<file path="src/rtl/tug_rope_referee.sv">
// Purpose : tug-of-war referee; syncs two buttons, moves a one-hot rope marker, detects and holds wins.
// Latency : button sampled high at edge N moves score at edge N+2; win outputs change together on that edge.
// Backpres: none; a pull outside PLAY is dropped, and a held button produces only one pull.
//
// Ports:
//   clk, rst (sync, active-high)     - clock and reset
//   slowen                           - one-cycle tick pulse pacing SERVE and WIN holds
//   left_btn, right_btn              - asynchronous active-high player buttons
//   score[6:0]                       - LED bar: one-hot marker in play, win pattern after a win
//   wingame                          - win strobe, high across exactly one slowen tick
//   winner_right                     - last round won by the right player
//   rounds_left/right[3:0], match_over - round tallies and match decision
//
// Build option: define TUG_MATCH_EN to enable round counting and the DONE
// state. Without it the tallies and match_over stay 0 and play always re-serves.
module tug_rope_referee #(
    parameter int WIN_TICKS    = 13,
    parameter int SERVE_TICKS  = 2,
    parameter int MATCH_POINTS = 3
) (
    input  logic       clk,
    input  logic       rst,
    input  logic       slowen,
    input  logic       left_btn,
    input  logic       right_btn,
    output logic [6:0] score,
    output logic       wingame,
    output logic       winner_right,
    output logic [3:0] rounds_left,
    output logic [3:0] rounds_right,
    output logic       match_over
);

`ifdef TUG_MATCH_EN
    localparam bit MATCH_EN = 1'b1;
`else
    localparam bit MATCH_EN = 1'b0;
`endif

    localparam int CNT_MAX = (WIN_TICKS > SERVE_TICKS) ? WIN_TICKS : SERVE_TICKS;
    localparam int CNT_W   = (CNT_MAX < 2) ? 1 : $clog2(CNT_MAX + 1);

    localparam logic [CNT_W-1:0] SERVE_LAST = CNT_W'(SERVE_TICKS - 1);
    localparam logic [CNT_W-1:0] WIN_LAST   = CNT_W'(WIN_TICKS - 1);
    localparam logic [2:0]       POS_CENTRE = 3'd3;
    localparam logic [6:0]       PAT_RIGHT  = 7'b0000111;
    localparam logic [6:0]       PAT_LEFT   = 7'b1110000;

    typedef enum logic [2:0] {
        S_SERVE,
        S_PLAY,
        S_WIN_L,
        S_WIN_R,
        S_DONE
    } state_t;

    state_t           state_q, state_d;
    logic [2:0]       pos_q, pos_d;
    logic [CNT_W-1:0] cnt_q, cnt_d;
    logic             wingame_q, wingame_d;
    logic             winner_right_q, winner_right_d;
    logic [3:0]       rounds_left_q, rounds_left_d;
    logic [3:0]       rounds_right_q, rounds_right_d;
    logic             match_over_q, match_over_d;

    // Two-flop synchronisers plus a previous-level flop for edge detection.
    logic left_s1_q, left_s1_d, left_s2_q, left_s2_d, left_prev_q, left_prev_d;
    logic right_s1_q, right_s1_d, right_s2_q, right_s2_d, right_prev_q, right_prev_d;

    logic       left_pull, right_pull;
    logic [3:0] rl_inc, rr_inc;

    always_ff @(posedge clk) begin
        if (rst) begin
            state_q        <= S_SERVE;
            pos_q          <= POS_CENTRE;
            cnt_q          <= '0;
            wingame_q      <= 1'b0;
            winner_right_q <= 1'b0;
            rounds_left_q  <= 4'd0;
            rounds_right_q <= 4'd0;
            match_over_q   <= 1'b0;
            left_s1_q      <= 1'b0;
            left_s2_q      <= 1'b0;
            left_prev_q    <= 1'b0;
            right_s1_q     <= 1'b0;
            right_s2_q     <= 1'b0;
            right_prev_q   <= 1'b0;
        end else begin
            state_q        <= state_d;
            pos_q          <= pos_d;
            cnt_q          <= cnt_d;
            wingame_q      <= wingame_d;
            winner_right_q <= winner_right_d;
            rounds_left_q  <= rounds_left_d;
            rounds_right_q <= rounds_right_d;
            match_over_q   <= match_over_d;
            left_s1_q      <= left_s1_d;
            left_s2_q      <= left_s2_d;
            left_prev_q    <= left_prev_d;
            right_s1_q     <= right_s1_d;
            right_s2_q     <= right_s2_d;
            right_prev_q   <= right_prev_d;
        end
    end

    // Edge flops track the synchronised level in every state, so a button
    // already held when PLAY begins does not count as a fresh pull.
    assign left_pull  = left_s2_q & ~left_prev_q;
    assign right_pull = right_s2_q & ~right_prev_q;

    // Saturating round increments.
    assign rl_inc = (rounds_left_q == 4'd15) ? 4'd15 : rounds_left_q + 4'd1;
    assign rr_inc = (rounds_right_q == 4'd15) ? 4'd15 : rounds_right_q + 4'd1;

    always_comb begin
        state_d        = state_q;
        pos_d          = pos_q;
        cnt_d          = cnt_q;
        wingame_d      = wingame_q;
        winner_right_d = winner_right_q;
        rounds_left_d  = rounds_left_q;
        rounds_right_d = rounds_right_q;
        match_over_d   = match_over_q;

        left_s1_d    = left_btn;
        left_s2_d    = left_s1_q;
        left_prev_d  = left_s2_q;
        right_s1_d   = right_btn;
        right_s2_d   = right_s1_q;
        right_prev_d = right_s2_q;

        case (state_q)
            S_SERVE: begin
                pos_d = POS_CENTRE;
                if (slowen) begin
                    if (cnt_q == SERVE_LAST) begin
                        state_d = S_PLAY;
                        cnt_d   = '0;
                    end else begin
                        cnt_d = cnt_q + CNT_W'(1);
                    end
                end
            end

            // slowen is deliberately ignored here, so a tick coinciding with
            // the winning pull is not counted toward the win hold.
            S_PLAY: begin
                if (right_pull && !left_pull) begin
                    if (pos_q == 3'd1) begin
                        state_d        = S_WIN_R;
                        cnt_d          = '0;
                        wingame_d      = 1'b1;
                        winner_right_d = 1'b1;
                        if (MATCH_EN) begin
                            rounds_right_d = rr_inc;
                            if (rr_inc == 4'(MATCH_POINTS)) begin
                                match_over_d = 1'b1;
                            end
                        end
                    end else begin
                        pos_d = pos_q - 3'd1;
                    end
                end else if (left_pull && !right_pull) begin
                    if (pos_q == 3'd5) begin
                        state_d        = S_WIN_L;
                        cnt_d          = '0;
                        wingame_d      = 1'b1;
                        winner_right_d = 1'b0;
                        if (MATCH_EN) begin
                            rounds_left_d = rl_inc;
                            if (rl_inc == 4'(MATCH_POINTS)) begin
                                match_over_d = 1'b1;
                            end
                        end
                    end else begin
                        pos_d = pos_q + 3'd1;
                    end
                end
            end

            S_WIN_L, S_WIN_R: begin
                if (slowen) begin
                    wingame_d = 1'b0;
                    if (cnt_q == WIN_LAST) begin
                        cnt_d   = '0;
                        pos_d   = POS_CENTRE;
                        state_d = match_over_q ? S_DONE : S_SERVE;
                    end else begin
                        cnt_d = cnt_q + CNT_W'(1);
                    end
                end
            end

            S_DONE: begin
                wingame_d = 1'b0;
            end

            default: begin
                state_d = S_SERVE;
                pos_d   = POS_CENTRE;
                cnt_d   = '0;
            end
        endcase
    end

    always_comb begin
        score = 7'b0000000;
        case (state_q)
            S_SERVE, S_PLAY: score = 7'b0000001 << pos_q;
            S_WIN_R:         score = PAT_RIGHT;
            S_WIN_L:         score = PAT_LEFT;
            S_DONE:          score = winner_right_q ? PAT_RIGHT : PAT_LEFT;
            default:         score = 7'b0000000;
        endcase
    end

    assign wingame      = wingame_q;
    assign winner_right = winner_right_q;
    assign rounds_left  = rounds_left_q;
    assign rounds_right = rounds_right_q;
    assign match_over   = match_over_q;

endmodule

</file>
<file path="config.mk">
export PLATFORM = sky130hd
export DESIGN_NAME = tug_rope_referee
export DESIGN_NICKNAME = d
export VERILOG_FILES = /design/src/rtl/tug_rope_referee.sv
export SDC_FILE = /design/constraint.sdc
export NUM_CORES = 1
export LEC_CHECK = 0
export ABC_AREA = 1
export CAP_MARGIN = 20
export CORE_MARGIN = 2
export CORE_UTILIZATION = 30
export DETAILED_ROUTE_END_ITERATION = 6
export PLACE_DENSITY = 0.5
export RECOVER_POWER = 25
export SYNTH_ARGS = -nofsm -noshare
export SYNTH_HDL_FRONTEND = slang
export SYNTH_SLANG_ARGS = --single-unit
</file>
<file path="constraint.sdc">
create_clock -name clk -period 2.4 [get_ports clk]
set_clock_uncertainty 0.2 [all_clocks]
set_input_delay 0.72 -clock clk [delete_from_list [all_inputs] [get_ports clk]]
set_output_delay 0.72 -clock clk [all_outputs]
set_load 0.01 [all_outputs]
</file>
Word level (Yosys, flattened, before mapping)
Index checks and enable logic that the tools add are counted.
Storage, ports and cells
  output and inout port bits: 18
  input port bits: 5
  register bits: 18
  word-level logic and storage cells: 89
Operators by class
  bitwise logic cells: 5
  shift-type cells: 1
  equality and inequality tests: 18
  mux-type cells: 36
  reductions and logical operators: 15
  add/sub/neg operators: 3
Operator list (count)
  $mux W3: 14
  $mux W4: 8
  $pmux W7 S4: 1
  $pmux W4 S4: 1
  $ne A3 B3 Y1 const B: 5
  $pmux W3 S4: 1
  $reduce_and A6 Y1: 2
  $pmux W3 S3: 1
  $mux W1: 8
  $ne A2 B2 Y1 const B: 4
  $reduce_and A8 Y1: 1
  $mux W7: 1
  $shl A1 B3 Y7 const A: 1
  $eq A3 B1 Y1 const B: 2
  $eq A3 B2 Y1 const B: 2
  $eq A3 B3 Y1 const B: 2
  $reduce_and A5 Y1: 1
  $add A4 B1 Y4 const B: 1
  $eq A4 B1 Y1 const B: 1
  $eq A4 B4 Y1 const B: 1
  $reduce_and A4 Y1: 1
  $reduce_bool A2 Y1: 2
  $reduce_or A2 Y1: 2
  $add A3 B1 Y3 const B: 1
  9 further kinds: 14

Depth between registers and ports, before layout
  depth after elaboration: 7
  gate-level depth with buffers: 12
  mapped depth without buffers: 12

Least setup slack after synthesis
OpenSTA, ideal clock, no wires.
  path kind: flip-flop to output port
  start point: register pos_q[1]
  end point: output port score[1]
  arrival time: 0.965 ns
  cell stages (with the launch flop): 5
  path buffers: 0
  data required time: 1.480 ns
  setup slack: 0.515 ns
  cell sequence: dfxtp_1 inv_1 ha_1 nand2_1 o21ai_0
On the way
  longest elaborated chain between the ends: 2
RTL lines
  start, declared: RTL line 58  | logic [2:0] pos_q, pos_d;
  start signal, assigned: RTL line 91  | pos_q <= pos_d;
  $shl A1 B3 Y7: RTL line 210  | S_SERVE, S_PLAY: score = 7'b0000001 << pos_q;
  $pmux W7 S4: RTL line 209  | case (state_q)
  end, declared: RTL line 26  | output logic [6:0] score,
No other way between the ends.

Final worst setup path
  start point: register pos_q[1]
  end point: output port score[0]
Same word-level chain as after synthesis.

==> results.ini <==
[critical_path]
rr_worst_depth = 11
cp_max_fo = 4
r2r_end = cnt_q[0]
critPathKind = flip-flop to output pin
startpoint_type = flip-flop
cp.arrival_ns = 1.33
rrSetupSlack_ns = 0.55
rr_startpoint = left_prev_d
end_kind = output pin
critical_path_required_ns = 1.48

[sta]
finalHoldViolCount = 0
finalCritPeriodShare = 0.9385
drv_slew = 0
rsz0062_at_grt = false
max_freq_mhz = 444.0
setup_tns_ns = 0
setup_viol = 0
finalCriticalPeriod_ns = 2.252

[place]
io_buffers = 13
post_dp_cell_area_mm2 = 0.001315
place.gp.congestion = 0.7647
place_inst = 226
hpwl_um = 1751

[logic_synthesis]
yosysMostFrequentCell = nand2_1
synth_top_flop_cell = dfxtp_1
synth_top_area_frac = 0.2963
ys_seq_area_frac = 0.2963
yosysWarnings = 0
synthesis.area_mm2 = 0.001149
syn_area_per_cell_um2 = 7.004
synth_cells = 164
ys_types = 25
ys_seq_elements = 17
synthArstFlopShare = 0
yosysTopAreaCell = dfxtp_1
synth_edf_count = 0
synthTopCellsByArea = dfxtp_1 30%, ha_1 12%, nand2_1 11%, inv_1 7.5%, buf_4 6.5%
synthTopCellsByCount = 33 x nand2_1, 23 x inv_1, 17 x dfxtp_1

[drt]
wl_per_cell_um = 9.613
drt-initial-drc-count = 37
drtAntennaViolNets = 0
drc = 0
num_vias = 989
totalWireLength_um = 2211
firstDrtPassIters = 4
viasPerCell = 4.300

[worst_hold_path]
hold_class = flip-flop to flip-flop
holdPathEnd = right_prev_d
holdPathStages = 2
hp-start = right_s1_q

[clock_network]
cts_tree = built
postCtsSetupBuffers = 0
numCtsBuffers = 3
clk_pin_slew_ns = 0.07
cts.sinks = 17
htreeDepth = 1
clock_path_buffers = 2
root_buffer = clkbuf_8
insertion_delay_ns = 0.25
cts_hold_buffers = 0

[grt]
grt_pass1_wl_um = 3877
grt_max_degree = 10
antenna_found_initial = 0
grt_pass1_vias = 904
grt_overflow = 0
grt_usage = 0.1129

[cells_and_area]
final_core_util = 0.3674
drive_above_1_share = 0.1429
diodes = 0
fillCellCount = 390
fin_cells = 230
final_area_mm2 = 0.001345
synthToLayoutAreaGrowth_pct = 17.10
final_nets = 199

[die]
rows = 22
die_area_mm2 = 0.004340
ios = 23
die_w_um = 65.88
die_height_um = 65.88
coreArea_mm2 = 0.003661
start_util = 0.3137

[power_and_ir_drop]
leakage_uw = 0.0006765
peakVddDrop_mv = 0.1982
p_per_area_mw_per_mm2 = 583.7

[outcome]
outcome = complete, no violations

[flow_run]
maxCapViolCount = 0

## sequential cells by signal (all words and copies together) (netlist names)
name and cells:
left_prev_d 1, pos_q 3, left_s1_q 1, winner_right 1
right_prev_q 1, state_q 2, right_prev_d 1, cnt_q 4
left_prev_q 1, right_s1_q 1, wingame 1
## area by class of cell
cell class / instances / area [µm²] / share of cell area
Sequential cell: 17 / 342.8 / 0.2549
Multi-Input combinational cell: 117 / 649.4 / 0.4828
Tap cell: 48 / 60.06 / 0.04465
Timing Repair Buffer: 18 / 147.6 / 0.1098
Inverter: 26 / 100.1 / 0.07442
Clock buffer: 4 / 45.04 / 0.03349
## kinds of logic (layout without fill, tap and decap cells)
group,Yosys count,count (layout),share of synthesized area
flops,17,17,0.2963
compound gates,24,24,0.1100
fa+ha+maj,11,11,0.1198
other cells,1,9,0.003265
simple gates,72,72,0.2963
buf+inv,38,48,0.1667
xor+xnor,1,1,0.007627
## metrics by stage
stage / setup WS, ns / power, µW / hold WS [ns]
global placement: 0.1033 / 575.3 / 0.1931
floorplan: 0.5148 / 515.0 / 0.1883
global route: 0.02836 / 843.8 / 0.2371
CTS: 0.06585 / 796.2 / 0.2159
detailed placement: 0.05552 / 580.9 / 0.2041
finish: 0.1476 / 785.0 / 0.2084
## placed cells by master, fill, tap and decap left out, types with 9 or more instances in the layout
cell	n
dfxtp_1	15
conb_1	9
ha_1	10
inv_1	22
a21oi_1	11
o21ai_0	11
nor2_1	16
nand2_1	33
nand3_1	11
## critical path: stages (launching register included)
cell           delay [ns]
dfxtp_2              0.34
inv_1                0.10
ha_1                 0.16
inv_1                0.05
o21ai_0              0.15
dlygate4sd2_1        0.28
## per-layer routing
layer,track usage,up-vias,part of all wire
li1,-,527,-
met1,0.1411,433,0.49
met2,0.1907,25,0.45
met3,0.02385,4,0.055
met4,0.03906,0,0.010
met5,0,-,0
## repair_timing
action                                  4_1_cts  5_1_grt
hold endpoints to repair                      0        0
endpoints found under the setup margin        7        3
pin swaps                                     0        0
gates resized for setup                       9        6
## power by group
group	internal (µW)	switching, µW
clock	118	101
combinational	97.4	140
sequential	305	23.1
total	521	264
## how the worst max path moves through the flow
stage | from | to | depth (start not counted)
finish | pos_q[1] | score[0] | 5
global placement | pos_q[1] | score[5] | 5
floorplan | pos_q[1] | score[1] | 4
CTS | pos_q[1] | score[1] | 5
detailed placement | pos_q[1] | score[1] | 5
global route | pos_q[1] | score[4] | 5
No activity file was read; power rests on OpenSTA's default activity.
